[src/rtl/vend_pkg.sv]
// Shared definitions for the card payment terminal: FSM state encoding
// and the interface widths agreed with the vending machine.
package vend_pkg;

  // Cost width must match the vending machine's COST bus.
  localparam int COST_W = 3;

  // Default card balance width.
  localparam int BAL_W_DEF = 8;

  // Payment-side transaction states.
  typedef enum logic [2:0] {
    ST_IDLE  = 3'd0,
    ST_READY = 3'd1,
    ST_AUTH  = 3'd2,
    ST_HOLD  = 3'd3,
    ST_DONE  = 3'd4
  } state_e;

endpackage

[src/rtl/auth_delay_counter.sv]
// Authorisation latency counter: after a start on the cost-capture edge,
// done is high during the cycle ending in edge AUTH_LATENCY after that edge.
// It stays high until cleared so the decision cannot be missed.
module auth_delay_counter #(
  parameter int AUTH_LATENCY = 2
) (
  input  logic CLK,
  input  logic RESET,
  input  logic start,
  input  logic clear,
  output logic done
);

  localparam logic [2:0] TARGET = 3'(AUTH_LATENCY);

  logic [2:0] cnt_q, cnt_d;
  logic       run_q, run_d;

  // Next count: start loads one edge already elapsed, clear stops the count.
  always_comb begin
    cnt_d = cnt_q;
    run_d = run_q;
    if (clear) begin
      run_d = 1'b0;
      cnt_d = 3'd0;
    end else if (start) begin
      run_d = 1'b1;
      cnt_d = 3'd1;
    end else if (run_q && (cnt_q != TARGET)) begin
      cnt_d = cnt_q + 3'd1;
    end
  end

  // Counter registers with synchronous active-low reset.
  always_ff @(posedge CLK) begin
    if (!RESET) begin
      cnt_q <= 3'd0;
      run_q <= 1'b0;
    end else begin
      cnt_q <= cnt_d;
      run_q <= run_d;
    end
  end

  assign done = run_q && (cnt_q == TARGET);

endmodule

[src/rtl/card_payment_terminal.sv]
// Payment-side responder for the vending machine transaction interface.
// Loads the card balance on insertion, authorises or declines a selection
// after a fixed latency, debits on VEND and strobes a write-back on removal.
module card_payment_terminal #(
  parameter int AUTH_LATENCY = 2,
  parameter int BAL_W        = vend_pkg::BAL_W_DEF,
  parameter int COST_W       = vend_pkg::COST_W
) (
  input  logic              CLK,
  input  logic              RESET,
  input  logic              CARD_IN,
  input  logic [BAL_W-1:0]  CARD_BALANCE,
  input  logic [COST_W-1:0] COST,
  input  logic              INVALID_SEL,
  input  logic              VEND,
  input  logic              FAILED_TRAN,
  output logic              VALID_TRAN,
  output logic              DECLINED,
  output logic [BAL_W-1:0]  BALANCE,
  output logic              WB_STROBE,
  output logic              BUSY
);

  import vend_pkg::*;

  state_e              state_q, state_d;
  logic                card_in_q, card_in_d;
  logic [BAL_W-1:0]    balance_q, balance_d;
  logic [COST_W-1:0]   cost_q, cost_d;
  logic                valid_tran_q, valid_tran_d;
  logic                declined_q, declined_d;
  logic                wb_strobe_q, wb_strobe_d;
  logic                wb_pending_q, wb_pending_d;
  logic                busy_q, busy_d;
  logic                cnt_start, cnt_clear, auth_done;
  logic                insert;

  auth_delay_counter #(
    .AUTH_LATENCY(AUTH_LATENCY)
  ) u_auth_delay_counter (
    .CLK   (CLK),
    .RESET (RESET),
    .start (cnt_start),
    .clear (cnt_clear),
    .done  (auth_done)
  );

  // Next-state and next-output logic for the transaction FSM.
  always_comb begin
    insert       = CARD_IN && !card_in_q;
    card_in_d    = CARD_IN;
    state_d      = state_q;
    balance_d    = balance_q;
    cost_d       = cost_q;
    valid_tran_d = 1'b0;
    declined_d   = 1'b0;
    wb_strobe_d  = 1'b0;
    wb_pending_d = 1'b0;
    cnt_start    = 1'b0;
    cnt_clear    = 1'b0;
    case (state_q)
      ST_IDLE: begin
        if (wb_pending_q) begin
          wb_strobe_d = 1'b1;
        end else if (insert) begin
          balance_d = CARD_BALANCE;
          state_d   = ST_READY;
        end
      end
      ST_READY: begin
        if (!CARD_IN) begin
          state_d     = ST_IDLE;
          wb_strobe_d = 1'b1;
        end else if ((COST != '0) && !INVALID_SEL) begin
          cost_d    = COST;
          cnt_start = 1'b1;
          state_d   = ST_AUTH;
        end
      end
      ST_AUTH: begin
        if (!CARD_IN) begin
          cnt_clear   = 1'b1;
          state_d     = ST_IDLE;
          wb_strobe_d = 1'b1;
        end else if (auth_done) begin
          cnt_clear = 1'b1;
          if (balance_q >= BAL_W'(cost_q)) begin
            valid_tran_d = 1'b1;
            state_d      = ST_HOLD;
          end else begin
            declined_d = 1'b1;
            state_d    = ST_DONE;
          end
        end
      end
      ST_HOLD: begin
        if (VEND) begin
          balance_d = balance_q - BAL_W'(cost_q);
          if (!CARD_IN) begin
            state_d      = ST_IDLE;
            wb_pending_d = 1'b1;
          end else begin
            state_d = ST_DONE;
          end
        end else if (FAILED_TRAN) begin
          state_d = ST_DONE;
        end else if (!CARD_IN) begin
          state_d     = ST_IDLE;
          wb_strobe_d = 1'b1;
        end
      end
      ST_DONE: begin
        if (!CARD_IN) begin
          state_d     = ST_IDLE;
          wb_strobe_d = 1'b1;
        end
      end
      default: begin
        state_d = ST_IDLE;
      end
    endcase
    busy_d = (state_d != ST_IDLE);
  end

  // State and registered outputs; the card sample resets high so a card
  // already present at reset release must be seen low before it counts.
  always_ff @(posedge CLK) begin
    if (!RESET) begin
      state_q      <= ST_IDLE;
      card_in_q    <= 1'b1;
      balance_q    <= '0;
      cost_q       <= '0;
      valid_tran_q <= 1'b0;
      declined_q   <= 1'b0;
      wb_strobe_q  <= 1'b0;
      wb_pending_q <= 1'b0;
      busy_q       <= 1'b0;
    end else begin
      state_q      <= state_d;
      card_in_q    <= card_in_d;
      balance_q    <= balance_d;
      cost_q       <= cost_d;
      valid_tran_q <= valid_tran_d;
      declined_q   <= declined_d;
      wb_strobe_q  <= wb_strobe_d;
      wb_pending_q <= wb_pending_d;
      busy_q       <= busy_d;
    end
  end

  assign VALID_TRAN = valid_tran_q;
  assign DECLINED   = declined_q;
  assign BALANCE    = balance_q;
  assign WB_STROBE  = wb_strobe_q;
  assign BUSY       = busy_q;

endmodule

[config.mk]
export PLATFORM = sky130hd
export DESIGN_NAME = card_payment_terminal
export DESIGN_NICKNAME = d
export VERILOG_FILES = /design/src/rtl/vend_pkg.sv /design/src/rtl/auth_delay_counter.sv /design/src/rtl/card_payment_terminal.sv
export SDC_FILE = /design/constraint.sdc
export NUM_CORES = 1
export LEC_CHECK = 0
export BUFFER_PORTS_ARGS = -buffer_cell sky130_fd_sc_hd__buf_2
export CAP_MARGIN = 20
export CORE_MARGIN = 4
export CORE_UTILIZATION = 53
export CTS_CLUSTER_SIZE = 24
export DETAILED_ROUTE_END_ITERATION = 6
export PLACE_DENSITY = 0.8
export SKIP_LAST_GASP = 1
export SYNTH_ARGS = -nofsm -noshare
export SYNTH_HDL_FRONTEND = slang
export SYNTH_SLANG_ARGS = --single-unit
[constraint.sdc]
create_clock -name CLK -period 2.12 [get_ports CLK]
set_input_delay 0.212 -clock CLK [delete_from_list [all_inputs] [get_ports CLK]]
set_output_delay 0.212 -clock CLK [all_outputs]
set_load 0.005 [all_outputs]
==> results of run 1 <==
cells in the mapped netlist (all sizes together), types with 2 or more instances:
cell / count / share of area [%]
dfxtp: 24 / 36
nor2: 16 / 4.5
inv: 13 / 3.6
nand2: 10 / 3.0
o21ai: 10 / 3.7
nor2b: 9 / 4.2
a21oi: 7 / 2.9
nor3: 7 / 2.6
and2: 5 / 2.5
clkbuf: 5 / 1.4
ha: 5 / 4.7
mux2i: 4 / 3.0
nor4: 4 / 1.9
a31oi: 3 / 1.4
nand2b: 3 / 1.4
o211a: 3 / 2.2
o211ai: 3 / 1.7
o22ai: 3 / 1.4
o311ai: 3 / 2.0
a21boi: 2 / 1.1
and3b: 2 / 1.3
buf: 2 / 1.2
nand3: 2 / 0.75
routing by layer:
metal,GRT usage (%),vias to the layer above
li1,-,631
met1,21.4,566
met2,33.4,27
met3,3.34,4
met4,7.62,0
met5,0,-
registers in the layout, summed over array words and instances, names as in the netlist:
signal	cells
BALANCE	8
BUSY	1
DECLINED	1
VALID_TRAN	1
WB_STROBE	1
card_in_q	1
cost_q	3
state_q	3
u_auth_delay_counter.cnt_q	3
u_auth_delay_counter.run_q	1
wb_pending_q	1
report_power, final:
group	internal [W]	switching [W]	leakage [nW]	total, W
sequential	0.000460	0.0000107	0.195	0.000471
clock	0.000105	0.000132	0.0210	0.000237
combinational	0.0000456	0.0000502	0.470	0.0000958
cell families after synthesis:
kind of cell,synth area share (%)
fa+ha+maj,6.17
simple gates,27.0
buf+inv,6.27
mux,2.99
compound gates,21.0
flops,35.9
xor+xnor,0.655
final cells by class:
type / instances / area share, %
flip-flops and latches: 24 / 30.8
repair buffers: 31 / 10.4
clock buffers: 4 / 2.33
inverters: 13 / 3.13
multi-input cells: 117 / 51.0
well taps: 28 / 2.25
metrics by stage:
stage	worst slack [ps]	total power (W)	utilization [%]	setup TNS (ps)	cell area (µm²)
floorplan	190	0.000533	-	0	1340
global placement	56.4	0.000570	65.3	0	1500
detailed placement	-50.8	0.000573	65.3	-50.8	1500
CTS	77.6	0.000808	67.2	0	1540
global route	49.9	0.000845	67.9	0	1560
finish	163	0.000803	67.9	0	1560
placed cells by master, fill, tap and decap left out, types with 2 or more instances in the layout:
| master | Yosys | routed |
|---|---|---|
| a21boi_0 | 2 | 2 |
| a21oi_1 | 6 | 6 |
| a31oi_1 | 3 | 3 |
| and2_1 | 4 | 4 |
| and3b_1 | 2 | 2 |
| buf_2 | 1 | 28 |
| buf_4 | 0 | 3 |
| clkbuf_4 | 0 | 3 |
| dfxtp_1 | 24 | 24 |
| ha_1 | 5 | 5 |
| inv_1 | 13 | 13 |
| mux2i_1 | 4 | 4 |
| nand2_1 | 9 | 9 |
| nand2b_1 | 3 | 3 |
| nand3_1 | 2 | 2 |
| nor2_1 | 16 | 16 |
| nor2b_1 | 9 | 8 |
| nor3_1 | 7 | 7 |
| nor4_1 | 4 | 2 |
| nor4_2 | 0 | 2 |
| o211a_1 | 3 | 3 |
| o211ai_1 | 3 | 3 |
| o21ai_0 | 10 | 10 |
| o22ai_1 | 3 | 3 |
| o311ai_0 | 3 | 2 |
critical path, stage by stage, from the launching register on:
cell and delay (ps):
dfxtp_1 380, inv_1 60, ha_1 210, fa_1 390, nor2b_2 180, nor4_2 80
and2_1 210, a41oi_2 230, o211ai_1 100
final timing paths:
| check | endpoint | startpoint | slack [ps] |
|---|---|---|---|
| worst max-delay path | BUSY$_SDFF_PN0_ | BALANCE[0]$_SDFFE_PN0P_ | 160 |
| worst min-delay path | cost_q[1]$_SDFFE_PN0P_ | COST[1] | 190 |
| worst max register to register | BUSY$_SDFF_PN0_ | BALANCE[0]$_SDFFE_PN0P_ | 160 |
| worst min register to register | u_auth_delay_counter.run_q$_SDFFE_PP0P_ | u_auth_delay_counter.run_q$_SDFFE_PP0P_ | 530 |
repair_timing:
item | CTS | global route
gates resized for setup | 2 | 3
setup endpoints to repair | 2 | 2
buffers inserted | 0 | 0
pin swaps | 0 | 0
gates cloned | 0 | 0
==> flow_summary.json, run 1 <==
{
  "fin_crit_ps": 1960,
  "cts_max_level": 1,
  "overflow": 0,
  "start_util_pct": 58.2,
  "core_area_um2": 2300,
  "cp.required_ps": 2310,
  "cts-buffers-inserted": 3,
  "grt_pass1_wl_mm": 4.97,
  "maxCapViolCount": 0,
  "fin_crit_sh_pct": 92.3,
  "fmax_ghz": 0.511,
  "clk_latency_ps": 310,
  "p_leak_nw": 0.685,
  "root_buffer": "clkbuf_4",
  "multiInputGateArea_um2": 796,
  "stdcell_count": 217,
  "powerDensity_nw_per_um2": 515,
  "ant_nets": 0,
  "drcViolationCount": 0,
  "hold_violations": 0,
  "synth_async_sr_flop_share_pct": 0,
  "final.setup_skew_ps": 1.43,
  "dp_cells": 213,
  "syn2layout_area_growth_pct": 16.6,
  "antenna-diode-count": 0,
  "highest_layer": "met4",
  "relSlewSlack_pct": 72.6,
  "first_pass_iters": 4,
  "ys_seq_area_share_pct": 35.9,
  "dp_hpwl_mm": 2.34,
  "rr_worst_depth": 8,
  "hold_path_depth": 3,
  "max-vdd-ir-drop_uv": 525,
  "grt_max_degree": 18,
  "rsz0062_at_grt": "false",
  "avgSynthCellArea_um2": 8.31,
  "setup-violations-final": 0,
  "cts_tree": "done",
  "final.fill_count": 191,
  "hold_class": "input pin to flip-flop",
  "via_count": 1228,
  "grt_use_total_pct": 18.6,
  "die_y_um": 58.2,
  "nNetsFinal": 213,
  "fp-row-count": 17,
  "synth_edf_count": 0,
  "worst_pin_slew_ps": 407,
  "arrival_ps": 2150,
  "drtIter0Drc": 26,
  "synth_area_um2": 1340,
  "die_w_um": 58.2,
  "drive_gt1_share_pct": 23.8,
  "gp_congestion": 0.832,
  "maxSlewViolCount": 0,
  "ys_ff_latch": 24,
  "antenna_found_initial": 0,
  "cts_hold_buf": 0,
  "clk_pin_slew_ps": 130,
  "ys_warn_count": 0,
  "met3WireLength_um": 145,
  "clock_sinks": 24,
  "wl_per_cell_um": 13.8,
  "routed_wirelength_mm": 2.99,
  "hold_ws_ps": 189,
  "syn-num-nets": 184,
  "die-area_um2": 3390,
  "port_buffers": 28,
  "yosysUniqueCellTypes": 43,
  "via_per_inst": 5.66,
  "regArea_um2": 480,
  "synth-main-ff-cell": "dfxtp_1",
  "end_kind": "flip-flop",
  "wl_met2_mm": 1.51,
  "synthCells": 161,
  "status": "finished clean",
  "worstSetupStartpointType": "flip-flop",
  "worstSetupPathType": "flip-flop to flip-flop",
  "cp_max_fo": 4,
  "cts_buffer_depth": 2,
  "pin_count": 29,
  "grt_pass1_vias": 1148,
  "m1WireLength_mm": 1.30
}
Power figures use the tool's default switching activity.
==> inputs of run 2 (changes only) <==
--- a/config.mk
+++ b/config.mk
@@ -7,7 +7,7 @@
 export LEC_CHECK = 0
 export BUFFER_PORTS_ARGS = -buffer_cell sky130_fd_sc_hd__buf_2
 export CAP_MARGIN = 20
-export CORE_MARGIN = 4
+export CORE_MARGIN = 1.5
 export CORE_UTILIZATION = 53
 export CTS_CLUSTER_SIZE = 24
 export DETAILED_ROUTE_END_ITERATION = 6
==> flow_summary.json, run 2 (synthesis gave the netlist of run 1 again) <==
{
  "status": "finished clean",
  "path_cells": "inv_1 -> ha_1 -> fa_1 -> nor2b_4 -> nor4_2 -> and2_1 -> a41oi_1 -> o211ai_1",
  "cp.required_ps": 2310,
  "worst_pin_slew_ps": 438,
  "antenna-diode-count": 0,
  "drtIter0Drc": 27,
  "powerDensity_nw_per_um2": 493,
  "grt_pass1_wl_mm": 4.78,
  "setup-violations-final": 0,
  "antenna_found_initial": 0,
  "port_buffers": 28,
  "grt_max_degree": 18,
  "overflow": 0,
  "maxSlewViolCount": 0,
  "final_common_cell": "buf_2",
  "maxCapViolCount": 0,
  "cp_max_fo": 4,
  "end_kind": "flip-flop",
  "grt_pass1_vias": 1160,
  "via_per_inst": 5.70,
  "ant_nets": 0,
  "final_util_pct": 63.3,
  "arrival_ps": 2170,
  "nNetsFinal": 212,
  "pin_count": 29,
  "fmax_ghz": 0.505,
  "cts_tree": "done",
  "wl_per_cell_um": 13.0,
  "clk_pin_slew_ps": 120,
  "die_w_um": 53.2,
  "drive_gt1_share_pct": 22.5,
  "core_area_um2": 2430,
  "clock_sinks": 24,
  "die_y_um": 53.2,
  "first_pass_iters": 4,
  "r2r_slack_ps": 140,
  "grt_use_total_pct": 22.6,
  "fin_crit_sh_pct": 93.3,
  "fin_crit_ps": 1980,
  "syn2layout_area_growth_pct": 15.1,
  "rsz0062_at_grt": "false",
  "tns_ps": 0,
  "root_buffer": "clkbuf_4",
  "cts_hold_buf": 0,
  "fp-row-count": 18,
  "crit_family": "adder cells",
  "routed_wirelength_mm": 2.82,
  "hold_path_depth": 3,
  "final.setup_skew_ps": 3.87,
  "cts-buffers-inserted": 3,
  "final_cell_mix": "buf_2, dfxtp_1, nor2_1",
  "cts_max_level": 1,
  "reg2reg_from": "BALANCE[0]$_SDFFE_PN0P_",
  "post_cts_buffers": 0,
  "whs_endpoint": "cost_q[1]$_SDFFE_PN0P_",
  "worstSetupPathType": "flip-flop to flip-flop",
  "hold_violations": 0,
  "largest_reg_flops": 8,
  "dp_cells": 214,
  "grt_use_met2_pct": 39.1,
  "start_util_pct": 55.0,
  "r2r-end": "BUSY$_SDFF_PN0_",
  "gr-usage-met3_pct": 2.54,
  "use_met1_pct": 27.8,
  "cts_buffer_depth": 2,
  "dp_hpwl_mm": 2.17,
  "slowest_stage": "fa_1",
  "via_count": 1236,
  "drcViolationCount": 0,
  "die-area_um2": 2830,
  "relSlewSlack_pct": 70.5,
  "hold_ws_ps": 188,
  "rr_worst_depth": 8,
  "clk_latency_ps": 300,
  "slowest_delay_ps": 430,
  "top_usage_layer": "met2",
  "p_leak_nw": 0.678,
  "power_w": 0.000759,
  "gp_congestion": 0.787,
  "worstSetupStartpointType": "flip-flop",
  "path_buf_inv": 1,
  "stdcell_count": 217,
  "hold_class": "input pin to flip-flop",
  "hp-start": "COST[1]",
  "max-vdd-ir-drop_uv": 330
}
run 2: routing by layer:
layer,up-vias,routed length (µm)
met3,2,114
li1,636,-
met4,0,13
met5,-,0
met1,563,1250
met2,35,1440
run 2: timing repair:
item,4_1_cts,5_1_grt
gates resized for setup,1,4
endpoints found under the setup margin,1,3
pin swaps,0,0
run 2: power by group:
part	internal (W)	switching, W
clock	0.0000663	0.000127
combinational	0.0000457	0.0000503
sequential	0.000460	0.00000986
run 2: area by class of cell:
cell class	count	area (µm²)
multi-input cells	117	795
fillers	205	893
clock buffers	3	22.5
well taps	30	37.5
repair buffers	30	155
inverters	13	48.8
flip-flops and latches	24	480
run 2: through the flow:
| step | setup slack (ps) | area, µm² |
|---|---|---|
| global placement | 71.4 | 1500 |
| CTS | 3.30 | 1520 |
| floorplan | 190 | 1340 |
| detailed placement | -77.1 | 1500 |
| finish | 142 | 1540 |
| global route | 4.92 | 1540 |
run 2: worst max path at each step:
stage	slack, ps	from	depth (start not counted)	endpoint
4_1_cts	3	cost_q[2]$_SDFFE_PN0P_	8	BUSY$_SDFF_PN0_
6_report	140	BALANCE[0]$_SDFFE_PN0P_	8	BUSY$_SDFF_PN0_
2_1_floorplan	190	cost_q[2]$_SDFFE_PN0P_	7	BUSY$_SDFF_PN0_
3_5_place_dp	-80	BALANCE[0]$_SDFFE_PN0P_	8	BUSY$_SDFF_PN0_
5_1_grt	5	BALANCE[0]$_SDFFE_PN0P_	8	BUSY$_SDFF_PN0_
3_3_place_gp	70	BALANCE[0]$_SDFFE_PN0P_	8	BUSY$_SDFF_PN0_
run 2: worst reg2reg max path, cell delays in order (launching register included):
cell and delay, ps:
dfxtp_1 370, inv_1 50, ha_1 220, fa_1 430, nor2b_4 150, nor4_2 70, and2_1 200, a41oi_1 260
o211ai_1 100
